## src/rtl/tc_delay_tap.sv

```systemverilog
// Multi-tick delay line with a selectable read tap over a circular history buffer.
// Optional TC_DELAY_TAP_EVICT_EN exposes the sample about to be overwritten, for cascading.
module tc_delay_tap #(
    parameter int UUID      = 0,
    parameter     NAME      = "",
    parameter int BIT_WIDTH = 8,
    parameter int DEPTH     = 8,
    parameter int TAP_W     = $clog2(DEPTH)
) (
    input  logic                 clk,
    input  logic                 rst,
    input  logic                 en,
    input  logic [BIT_WIDTH-1:0] in,
    input  logic [TAP_W-1:0]     tap,
    output logic [BIT_WIDTH-1:0] out,
    output logic                 out_valid,
    output logic                 tap_err,
`ifdef TC_DELAY_TAP_EVICT_EN
    output logic                 evict_valid,
    output logic [BIT_WIDTH-1:0] evict_data,
`endif
    output logic                 full
);

    localparam int FILL_W = $clog2(DEPTH + 1);
    localparam int IW     = TAP_W + 2;

    logic [BIT_WIDTH-1:0] ring_q [DEPTH];
    logic [BIT_WIDTH-1:0] ring_d [DEPTH];
    logic [TAP_W-1:0]     wr_ptr_q, wr_ptr_d;
    logic [FILL_W-1:0]    fill_q, fill_d;

    logic [IW-1:0]        back;
    logic [IW-1:0]        rd_wide;
    logic [TAP_W-1:0]     rd_idx;

    always_comb begin
        ring_d   = ring_q;
        wr_ptr_d = wr_ptr_q;
        fill_d   = fill_q;
        if (en && !rst) begin
            ring_d[wr_ptr_q] = in;
            wr_ptr_d = (wr_ptr_q == TAP_W'(DEPTH - 1)) ? '0 : wr_ptr_q + 1'b1;
            fill_d   = (fill_q == FILL_W'(DEPTH)) ? fill_q : fill_q + 1'b1;
        end
    end

    // Ring contents survive reset; reads are gated by fill so stale data never leaks.
    always_ff @(posedge clk) begin
        ring_q <= ring_d;
        if (rst) begin
            wr_ptr_q <= '0;
            fill_q   <= '0;
        end else begin
            wr_ptr_q <= wr_ptr_d;
            fill_q   <= fill_d;
        end
    end

    assign full    = (fill_q == FILL_W'(DEPTH));
    assign tap_err = (IW'(tap) >= IW'(DEPTH));

    // Read index = (wr_ptr - 1 - tap) mod DEPTH with explicit wrap so odd DEPTH works.
    always_comb begin
        back = IW'(tap) + IW'(1);
        if (IW'(wr_ptr_q) >= back)
            rd_wide = IW'(wr_ptr_q) - back;
        else
            rd_wide = IW'(wr_ptr_q) + IW'(DEPTH) - back;
        rd_idx = tap_err ? '0 : rd_wide[TAP_W-1:0];
    end

    assign out_valid = !tap_err && (IW'(tap) < IW'(fill_q));
    assign out       = out_valid ? ring_q[rd_idx] : '0;

`ifdef TC_DELAY_TAP_EVICT_EN
    // When full, the write slot holds the oldest sample.
    assign evict_valid = en && !rst && full;
    assign evict_data  = evict_valid ? ring_q[wr_ptr_q] : '0;
`endif

endmodule

```

## config.mk

```make
export PLATFORM = sky130hd
export DESIGN_NAME = tc_delay_tap
export DESIGN_NICKNAME = d
export VERILOG_FILES = /design/src/rtl/tc_delay_tap.sv
export SDC_FILE = /design/constraint.sdc
export NUM_CORES = 1
export LEC_CHECK = 0
export ABC_CLOCK_PERIOD_IN_PS = 2850
export BUFFER_PORTS_ARGS = -buffer_cell sky130_fd_sc_hd__clkbuf_2
export CAP_MARGIN = 10
export CORE_ASPECT_RATIO = 1.4
export CORE_MARGIN = 2
export CORE_UTILIZATION = 58
export DETAILED_ROUTE_END_ITERATION = 10
export HOLD_SLACK_MARGIN = 0.12
export PLACE_DENSITY = 0.84
export SLEW_MARGIN = 10
export SYNTH_ARGS = -nofsm -noshare
export SYNTH_HDL_FRONTEND = slang
export SYNTH_SLANG_ARGS = --single-unit
```

## constraint.sdc

```tcl
create_clock -name clk -period 2.85 [get_ports clk]
set_clock_uncertainty 0.1 [all_clocks]
set_input_delay 0.4275 -clock clk [delete_from_list [all_inputs] [get_ports clk]]
set_output_delay 0.4275 -clock clk [all_outputs]
set_load 0.02 [all_outputs]
```

Yosys cells after proc, flatten, opt, wreduce, memory -nomap -nowiden
Cells that the tools add are included.
Widths: inputs -> output; s select.
{"block": "word_totals", "reg_bits": 71, "input_bits": 14, "output_inout_bits": 11, "elab_cells": 39}
{"block": "op_classes", "addsub": 6, "n_lt_le_gt_ge": 5, "n_eq_ne": 2, "n_mux": 9, "n_bitwise": 3, "reduce_logical": 4}
{"operator": "$bwmux 64", "n": 1}
{"operator": "$mux 8", "n": 4}
{"operator": "$bmux 8 s3", "n": 1}
{"operator": "$demux 8 s3", "n": 1}
{"operator": "$ge 4x4->1 const B", "n": 2}
{"operator": "$not 3->4", "n": 2}
{"operator": "$add 3x1->3 const B", "n": 2}
{"operator": "$mux 3", "n": 2}
{"operator": "$sub 3x3->3", "n": 2}
{"operator": "$add 3x1->4 const B", "n": 1}
{"operator": "$add 4x1->4 const B", "n": 1}
{"operator": "$eq 4x4->1 const B", "n": 1}
{"operator": "$ge 3x4->1", "n": 1}
{"operator": "$lt 3x4->1", "n": 1}
{"operator": "$lt 4x1->1 const B", "n": 1}
{"operator": "$eq 3x3->1 const B", "n": 1}
{"operator": "$logic_and 1x1->1", "n": 2}
{"operator": "$reduce_and 2->1", "n": 1}
{"operator": "$logic_not 1->1", "n": 1}
{"operator": "$not 1->1", "n": 1}

Longest topological paths before layout
Gate-level depths: netlist of the first run.
{"block": "logic_depth", "ltp_word": 8, "depth_mapped": 8, "depth_no_buf": 7}

Worst setup path after synthesis of the first run
OpenSTA, ideal clock, no wires.
{"block": "synth_timing", "path_kind": "input to output", "start": "input tap[0]", "end": "output out[5]", "arrival_time_ns": 2.220, "t_required_ns": 2.322, "setup_slack_ns": 0.103, "stages": 7, "path_buffers": 2, "cell_sequence": "ha_1 > fa_1 > clkbuf_2 > buf_2 > mux4_2 > mux2i_1 > a21oi_1"}
{"block": "synth_via", "elab_chain_len": 8, "word_cells_on_any_way": 11, "cone_classes": "add/sub: 3; order compare: 2; mux: 5; bitwise: 1"}
{"item": "start: declaration", "line_no": "14", "text": "input logic [TAP_W-1:0] tap,"}
{"item": "$add 3x1->4", "line_no": "65", "text": "back = IW'(tap) + IW'(1);"}
{"item": "$ge 3x4->1 (tied with other cells)", "line_no": "66", "text": "if (IW'(wr_ptr_q) >= back)"}
{"item": "$mux 3", "line_no": "66"}
{"item": "$not 3->4 (implied by the code)", "line_no": "74", "text": "assign out = out_valid ? ring_q[rd_idx] : '0;"}
{"item": "$bmux 8 s3", "line_no": "74"}
{"item": "$mux 8 (implied by the code) (2 in series)", "line_no": "74"}
{"item": "$mux 8 (*)", "line_no": "74"}
{"item": "end: declaration", "line_no": "15", "text": "output logic [BIT_WIDTH-1:0] out,"}
Mark *: on every way between the ends. The rest lies on a longest branch, timed or not. The select of a mux whose other input is x is not followed.

Final worst setup path of the first run
{"block": "layout_timing", "start": "register wr_ptr_q[0]", "end": "output out[0]"}
{"block": "layout_via", "elab_chain_len": 8, "word_cells_on_any_way": 10, "cone_classes": "add/sub: 3; order compare: 1; mux: 5; bitwise: 1"}
{"item": "start: declaration", "line_no": "30", "text": "logic [TAP_W-1:0] wr_ptr_q, wr_ptr_d;"}
{"item": "start signal: assignment", "line_no": "55", "text": "wr_ptr_q <= wr_ptr_d;"}
{"item": "$add 3x1->3", "line_no": "69", "text": "rd_wide = IW'(wr_ptr_q) + IW'(DEPTH) - back;"}
{"item": "$sub 3x3->3", "line_no": "69"}
{"item": "$mux 3 (*)", "line_no": "66"}
{"item": "$not 3->4 (implied by the code) (*)", "line_no": "74"}
{"item": "$bmux 8 s3 (*)", "line_no": "74"}
{"item": "$mux 8 (implied by the code) (*) (2 in series)", "line_no": "74"}
{"item": "$mux 8 (*)", "line_no": "74"}
Marks and branches as above.

==> results.py, run 1 <==
metrics = {
    "routing": {
        "vias_per_cell": 5.80,
        "drc": 0,
        "vias": 1660,
        "detail-route-antenna-nets": 0,
        "routedWlPerCell_um": 20.3,
        "drt_iter0_markers": 78,
        "dr.pass1.iters": 4,
        "routed_wl_um": 5820,
    },
    "placement": {
        "place_area_sq_um": 3300,
        "portBuffers": 23,
        "dpl.hpwl_um": 3840,
        "gp_congestion": 0.743,
    },
    "clock_tree": {
        "root_buffer": "clkbuf_8",
        "cts_made_buffers": 9,
        "htreeDepth": 3,
        "clock_latency_ps": 340,
        "clk_pin_slew_worst_paths_ps": 80,
        "ctsHoldBuffers": 0,
        "cts_tree": "done",
        "clock-sinks": 71,
        "cts_buffer_depth": 2,
    },
    "setup_path": {
        "critPathMaxStageDelay_ps": 560,
        "cp_cell_sequence": "inv_2 -> ha_4 -> fa_2 -> buf_6 -> mux4_2 -> mux2i_1 -> a21oi_1 -> buf_2",
        "worst-r2r-cell-count": 4,
        "cp_top_family": "adder cells",
        "crit_path_end_kind": "output pin",
        "required_ps": 2320,
        "rrSetupSlack_ps": 1210,
        "r2r_start": "wr_ptr_q[1]$_SDFFE_PP0P_",
        "crit_path_top_delay_cell": "fa_2",
        "cp_max_fo": 6,
        "critPathLaunchType": "flop",
        "path_buf_inv": 3,
        "cp.arrival_ps": 2320,
        "worstSetupPathType": "reg -> out",
        "rr_endpoint": "ring_q[46]$_DFFE_PP_",
    },
    "floorplanning": {
        "core-area_sq_um": 5120,
        "rows": 31,
        "io_pins": 25,
        "fp.dieW_um": 65.1,
        "start_util_pct": 59.2,
        "die-area_sq_um": 5820,
        "die_h_um": 89.5,
    },
    "min_path": {
        "min_from": "in[7]",
        "hold_depth": 1,
        "holdPathEnd": "ring_q[23]$_DFFE_PP_",
        "hold_class": "in -> reg",
    },
    "synth": {
        "ys_seq_area_share_pct": 68.1,
        "yosys.area.top_type_share_pct": 63.4,
        "synthCells": 173,
        "yosys.cell_types.count": 27,
        "synth_seq_cells": 71,
        "syn_nets": 196,
        "yosysWarnings": 0,
        "syn_area_sq_um": 3030,
        "yosysTopAreaCell": "edfxtp_1",
        "yosys-top-cells-area": "edfxtp_1, mux4_2, dfxtp_1, ha_1, mux2i_1",
        "synth.avg_cell_area_sq_um": 17.5,
    },
    "finish": {
        "fin_nets": 238,
        "n_antenna_cell": 0,
        "post_route_cells_drive_above_1_share_pct": 37.7,
        "fill_cells": 341,
        "design_area_sq_um": 3610,
        "regArea_sq_um": 2060,
        "syn_to_final_growth_pct": 19.0,
        "fin_util_pct": 70.4,
        "multi_input_area_sq_um": 927,
    },
    "global_route": {
        "first_global_vias": 1744,
        "grt_max_degree": 17,
        "grt_overflow": 0,
        "grt_pass1_wl_um": 8880,
        "antenna_found_initial": 0,
        "gr-usage-all-layers_pct": 22.2,
    },
    "sta": {
        "final.min_clock_period_ps": 2850,
        "finalMaxSlewViolations": 0,
        "finalCritPeriodShare_pct": 100,
        "rsz0062_at_grt": "yes",
        "setup_viol_count_final": 0,
        "max_freq_mhz": 351,
        "hold_viol_final": 0,
    },
    "run": {
        "cap_violations": 0,
    },
    "power_and_ir_drop": {
        "leakagePower_nw": 1.31,
        "peakVddDrop_mv": 0.364,
        "powerDensity_nw_per_um2": 671,
    },
    "status": {
        "status": "finished, final reports clean",
    },
}
## worst max path at each step
stage          endpoint  cells past startpoint                     start
2_1_floorplan    out[5]                      7                    tap[0]
3_3_place_gp     out[2]                      9                    tap[0]
3_5_place_dp     out[2]                      9                    tap[0]
4_1_cts          out[3]                      8  wr_ptr_q[0]$_SDFFE_PP0P_
5_1_grt          out[2]                      8  wr_ptr_q[0]$_SDFFE_PP0P_
6_report         out[0]                      8  wr_ptr_q[0]$_SDFFE_PP0P_
## timing repair
action                                  4_1_cts  5_1_grt
pin swaps                                     3        1
endpoints found under the setup margin        8        8
buffers inserted                              1        0
hold endpoints to repair                      0        0
resized for setup                            14        9
## sequential cells by signal, indices dropped and copies added (netlist names)
register and cells:
ring_q 64, wr_ptr_q 3, fill_q 4
## where the power goes
part | switching, W | internal [W] | leakage [nW] | total (W)
combinational | 0.000192 | 0.000193 | 0.561 | 0.000385
sequential | 0.00000825 | 0.00115 | 0.636 | 0.00116
clock | 0.000361 | 0.000517 | 0.110 | 0.000878
## metrics by stage
stage | setup WS [ps] | total power [W] | hold slack, ps | cells | TNS, ps
after floorplan | 103 | 0.00142 | 366 | 173 | 0
after global placement | -35.3 | 0.00151 | 378 | 269 | -78.7
after detailed placement | -120 | 0.00153 | 392 | 269 | -612
after CTS | -35.0 | 0.00243 | 247 | 286 | -55.7
after global routing | -65.6 | 0.00249 | 274 | 286 | -294
final | 0.393 | 0.00242 | 259 | 286 | 0
## per-layer routing
metal  global-route usage [%]  wire [um]  up-vias
met5                        0          0        -
met4                     13.8        217        0
met3                     4.28        286       19
met2                     39.0       3130       57
met1                     25.1       2180      841
li1                         -          -      743
## cell type report
cell class	instances	area share (%)
flip-flops and latches	71	57.3
repair buffers	40	7.63
clock inverters	5	2.26
inverters	9	0.937
multi-input cells	84	25.7
well taps	66	2.29
clock buffers	11	3.92
## cells by family (layout without fill, tap and decap cells)
family,after synthesis,count (layout),share of synthesized area [%]
AOI/OAI and AO/OA,13,13,2.31
DFF,71,71,68.1
xor gates and xnor gates,6,6,2.97
muxes,25,25,14.9
and+or+nand+nor,30,30,4.46
other,1,1,0.124
buffers and inverters,18,65,3.22
adders and majority gates,9,9,3.97
## cells in the final DEF, fill, tap and decap left out, types with 2 or more instances in the layout
cell / n
clkbuf_2: 17
edfxtp_1: 64
mux4_2: 16
clkbuf_8: 10
ha_1: 6
bufinv_16: 2
nor3_1: 3
mux2i_1: 8
buf_4: 13
xnor2_1: 3
dfxtp_2: 2
ha_4: 2
dfxtp_1: 5
or3_1: 2
nand3_1: 2
nand2_1: 6
nor2_1: 13
a21oi_2: 2
buf_6: 4
buf_2: 4
xnor2_4: 2
a21oi_1: 9
inv_1: 7
a21o_1: 2
nand2b_1: 2
## synth_stat cells
master,instances
or3_1,2
dfxtp_1,7
buf_4,1
xnor2_4,2
inv_1,8
clkbuf_1,2
nand2_1,6
clkinv_1,1
xnor2_1,3
a21o_1,2
nand3_1,2
xor2_1,1
clkbuf_2,1
buf_2,2
nand2b_1,2
edfxtp_1,64
fa_1,1
nor3_1,3
mux2i_1,9
nand4_1,1
buf_6,3
nand3b_1,1
mux4_2,16
ha_1,8
nor2_1,13
conb_1,1
a21oi_1,11
Note: power is estimated with default switching activity, not from simulation.
==> run 2: changes to the inputs <==
--- a/config.mk
+++ b/config.mk
@@ -13,7 +13,7 @@
 export CORE_UTILIZATION = 58
 export DETAILED_ROUTE_END_ITERATION = 10
 export HOLD_SLACK_MARGIN = 0.12
-export PLACE_DENSITY = 0.84
+export PLACE_DENSITY = 0.89
 export SLEW_MARGIN = 10
 export SYNTH_ARGS = -nofsm -noshare
 export SYNTH_HDL_FRONTEND = slang
==> run 2 against run 1 <==
  * The run now ends with setup timing left
  * Final area is 1.7% lower
  * Register-to-register slack lost 70 ps
  * Cell count is 0.35% lower
  * Non-clock buffer count is the same
  * Largest cell class unchanged
==> results.py, run 2 (synthesized netlist as in run 1, its figures left out) <==
metrics = {
    "floorplanning": {
        "rows": 31,
        "die-area_sq_um": 5820,
        "die_h_um": 89.5,
        "core-area_sq_um": 5120,
        "io_pins": 25,
        "start_util_pct": 59.2,
        "fp.dieW_um": 65.1,
    },
    "setup_path": {
        "cp.arrival_ps": 2330,
        "worstSetupPathType": "reg -> out",
        "required_ps": 2320,
        "cp_max_fo": 6,
        "critPathLaunchType": "flop",
        "crit_path_end_kind": "output pin",
    },
    "global_route": {
        "grt_overflow": 0,
        "grt_max_degree": 17,
        "antenna_found_initial": 0,
        "grt_pass1_wl_um": 8450,
        "first_global_vias": 1657,
        "gr-usage-all-layers_pct": 21.3,
    },
    "status": {
        "status": "finished with violations",
        "violations": "setup timing",
    },
    "finish": {
        "post_route_cells_drive_above_1_share_pct": 35.2,
        "fin_util_pct": 69.2,
        "largest_register_ffs": 64,
        "layout_commonest_cell": "edfxtp_1",
        "top_regs": "ring_q: 64 flops, fill_q: 4 flops, wr_ptr_q: 3 flops",
        "fin_nets": 238,
        "regMostFlops": "ring_q",
        "n_antenna_cell": 0,
        "final_cell_mix": "edfxtp_1, mux4_2, clkbuf_2, buf_4, nor2_1",
        "design_area_sq_um": 3540,
        "syn_to_final_growth_pct": 17.0,
    },
    "sta": {
        "max_freq_mhz": 349,
        "hold_viol_final": 0,
        "rsz0062_at_grt": "yes",
        "fin_setup_tns_ps": -11.2,
        "whs_ps": 260,
        "finalMaxSlewViolations": 0,
        "final.min_clock_period_ps": 2860,
        "finalCritPeriodShare_pct": 100,
        "setup_slack_ps": -11.2,
        "setup_viol_count_final": 1,
    },
    "clock_tree": {
        "cts_tree": "done",
        "cts_buffer_depth": 2,
        "clock_latency_ps": 340,
        "root_buffer": "clkbuf_8",
        "htreeDepth": 3,
        "clock-sinks": 71,
        "clk_pin_slew_worst_paths_ps": 70,
        "cts_made_buffers": 9,
    },
    "routing": {
        "vias_per_cell": 5.52,
        "drt_iter0_markers": 57,
        "drc": 0,
        "routed_wl_um": 5280,
        "dr.pass1.iters": 4,
        "routedWlPerCell_um": 18.5,
        "detail-route-antenna-nets": 0,
        "vias": 1574,
    },
    "power_and_ir_drop": {
        "p_total_w": 0.00226,
        "intPower_w": 0.00173,
        "clkPwrFrac_pct": 32.3,
        "netSwitchingFraction_pct": 23.4,
        "peakVddDrop_mv": 0.408,
        "leakagePower_nw": 1.29,
        "power_frac_seq_pct": 51.3,
        "powerDensity_nw_per_um2": 637,
        "p_comb_share_pct": 16.4,
        "p_sw_w": 0.000528,
    },
    "placement": {
        "place_area_sq_um": 3290,
        "gp_congestion": 0.709,
        "dpl.hpwl_um": 3740,
        "portBuffers": 23,
    },
    "min_path": {
        "hold_class": "in -> reg",
    },
    "run": {
        "cap_violations": 0,
    },
}
## run 2: cell types whose count changed in the layout (fill, tap and decap cells not counted), moves of 2 or more
cell,change
a21oi_1,+2
a21oi_2,-2
buf_2,+2
clkinv_1,+2
buf_6,-3
## run 2: power by group through the flow
stage | logic (W) | registers [W] | clock network (W)
after CTS | 0.000368 | 0.00116 | 0.000741
final | 0.000370 | 0.00116 | 0.000730
after global routing | 0.000401 | 0.00116 | 0.000777
after floorplan | 0.000241 | 0.00118 | 0
after detailed placement | 0.000351 | 0.00118 | 0
after global placement | 0.000340 | 0.00118 | 0
## run 2: per-layer routing
| layer | GRT usage (%) | share of wire [%] | wire (um) | vias to the layer above |
|---|---|---|---|---|
| li1 | - | - | - | 741 |
| met2 | 39.8 | 56 | 2970 | 40 |
| met4 | 10.2 | 1.9 | 101 | 0 |
| met5 | 0 | 0 | 0 | - |
| met3 | 5.29 | 4.2 | 224 | 10 |
| met1 | 22.4 | 37 | 1980 | 783 |
## run 2: worst paths after layout
path                                                from  cells past startpoint                      to  slack [ps]
worst max-delay path            wr_ptr_q[0]$_SDFFE_PP0P_                      8                  out[4]         -10
worst min-delay path                               in[2]                      1    ring_q[50]$_DFFE_PP_         260
worst max register to register  wr_ptr_q[1]$_SDFFE_PP0P_                      3    ring_q[58]$_DFFE_PP_        1140
worst min register to register    fill_q[1]$_SDFFE_PP0P_                      2  fill_q[1]$_SDFFE_PP0P_         410
## run 2: layout make-up
class,instances,area (sq um)
inverters,9,33.8
flip-flops and latches,71,2060
repair buffers,40,282
multi-input cells,84,905
fillers,326,1580
clock buffers,10,128
well taps,66,82.6
clock inverters,5,50.0
## run 2: timing repair
item                                    4_1_cts  5_1_grt
hold buffers                                  0        0
buffers inserted                              2        1
endpoints found under the setup margin        8        8
pin swaps                                     2        2
resized for setup                             9       10
## run 2: stage by stage
stage	std cells	setup slack (ps)
final	285	-11.2
after global routing	285	-95.8
after CTS	284	-18.6
after detailed placement	267	-77.1
after global placement	267	-3.98
after floorplan	173	103
## run 2: critical path, cell delays in order, from the launching register on
cell and delay, ps:
dfxtp_2 340, inv_2 50, ha_4 150, fa_2 570, buf_6 150, mux4_2 300, mux2i_1 200, a21oi_1 70
buf_4 170
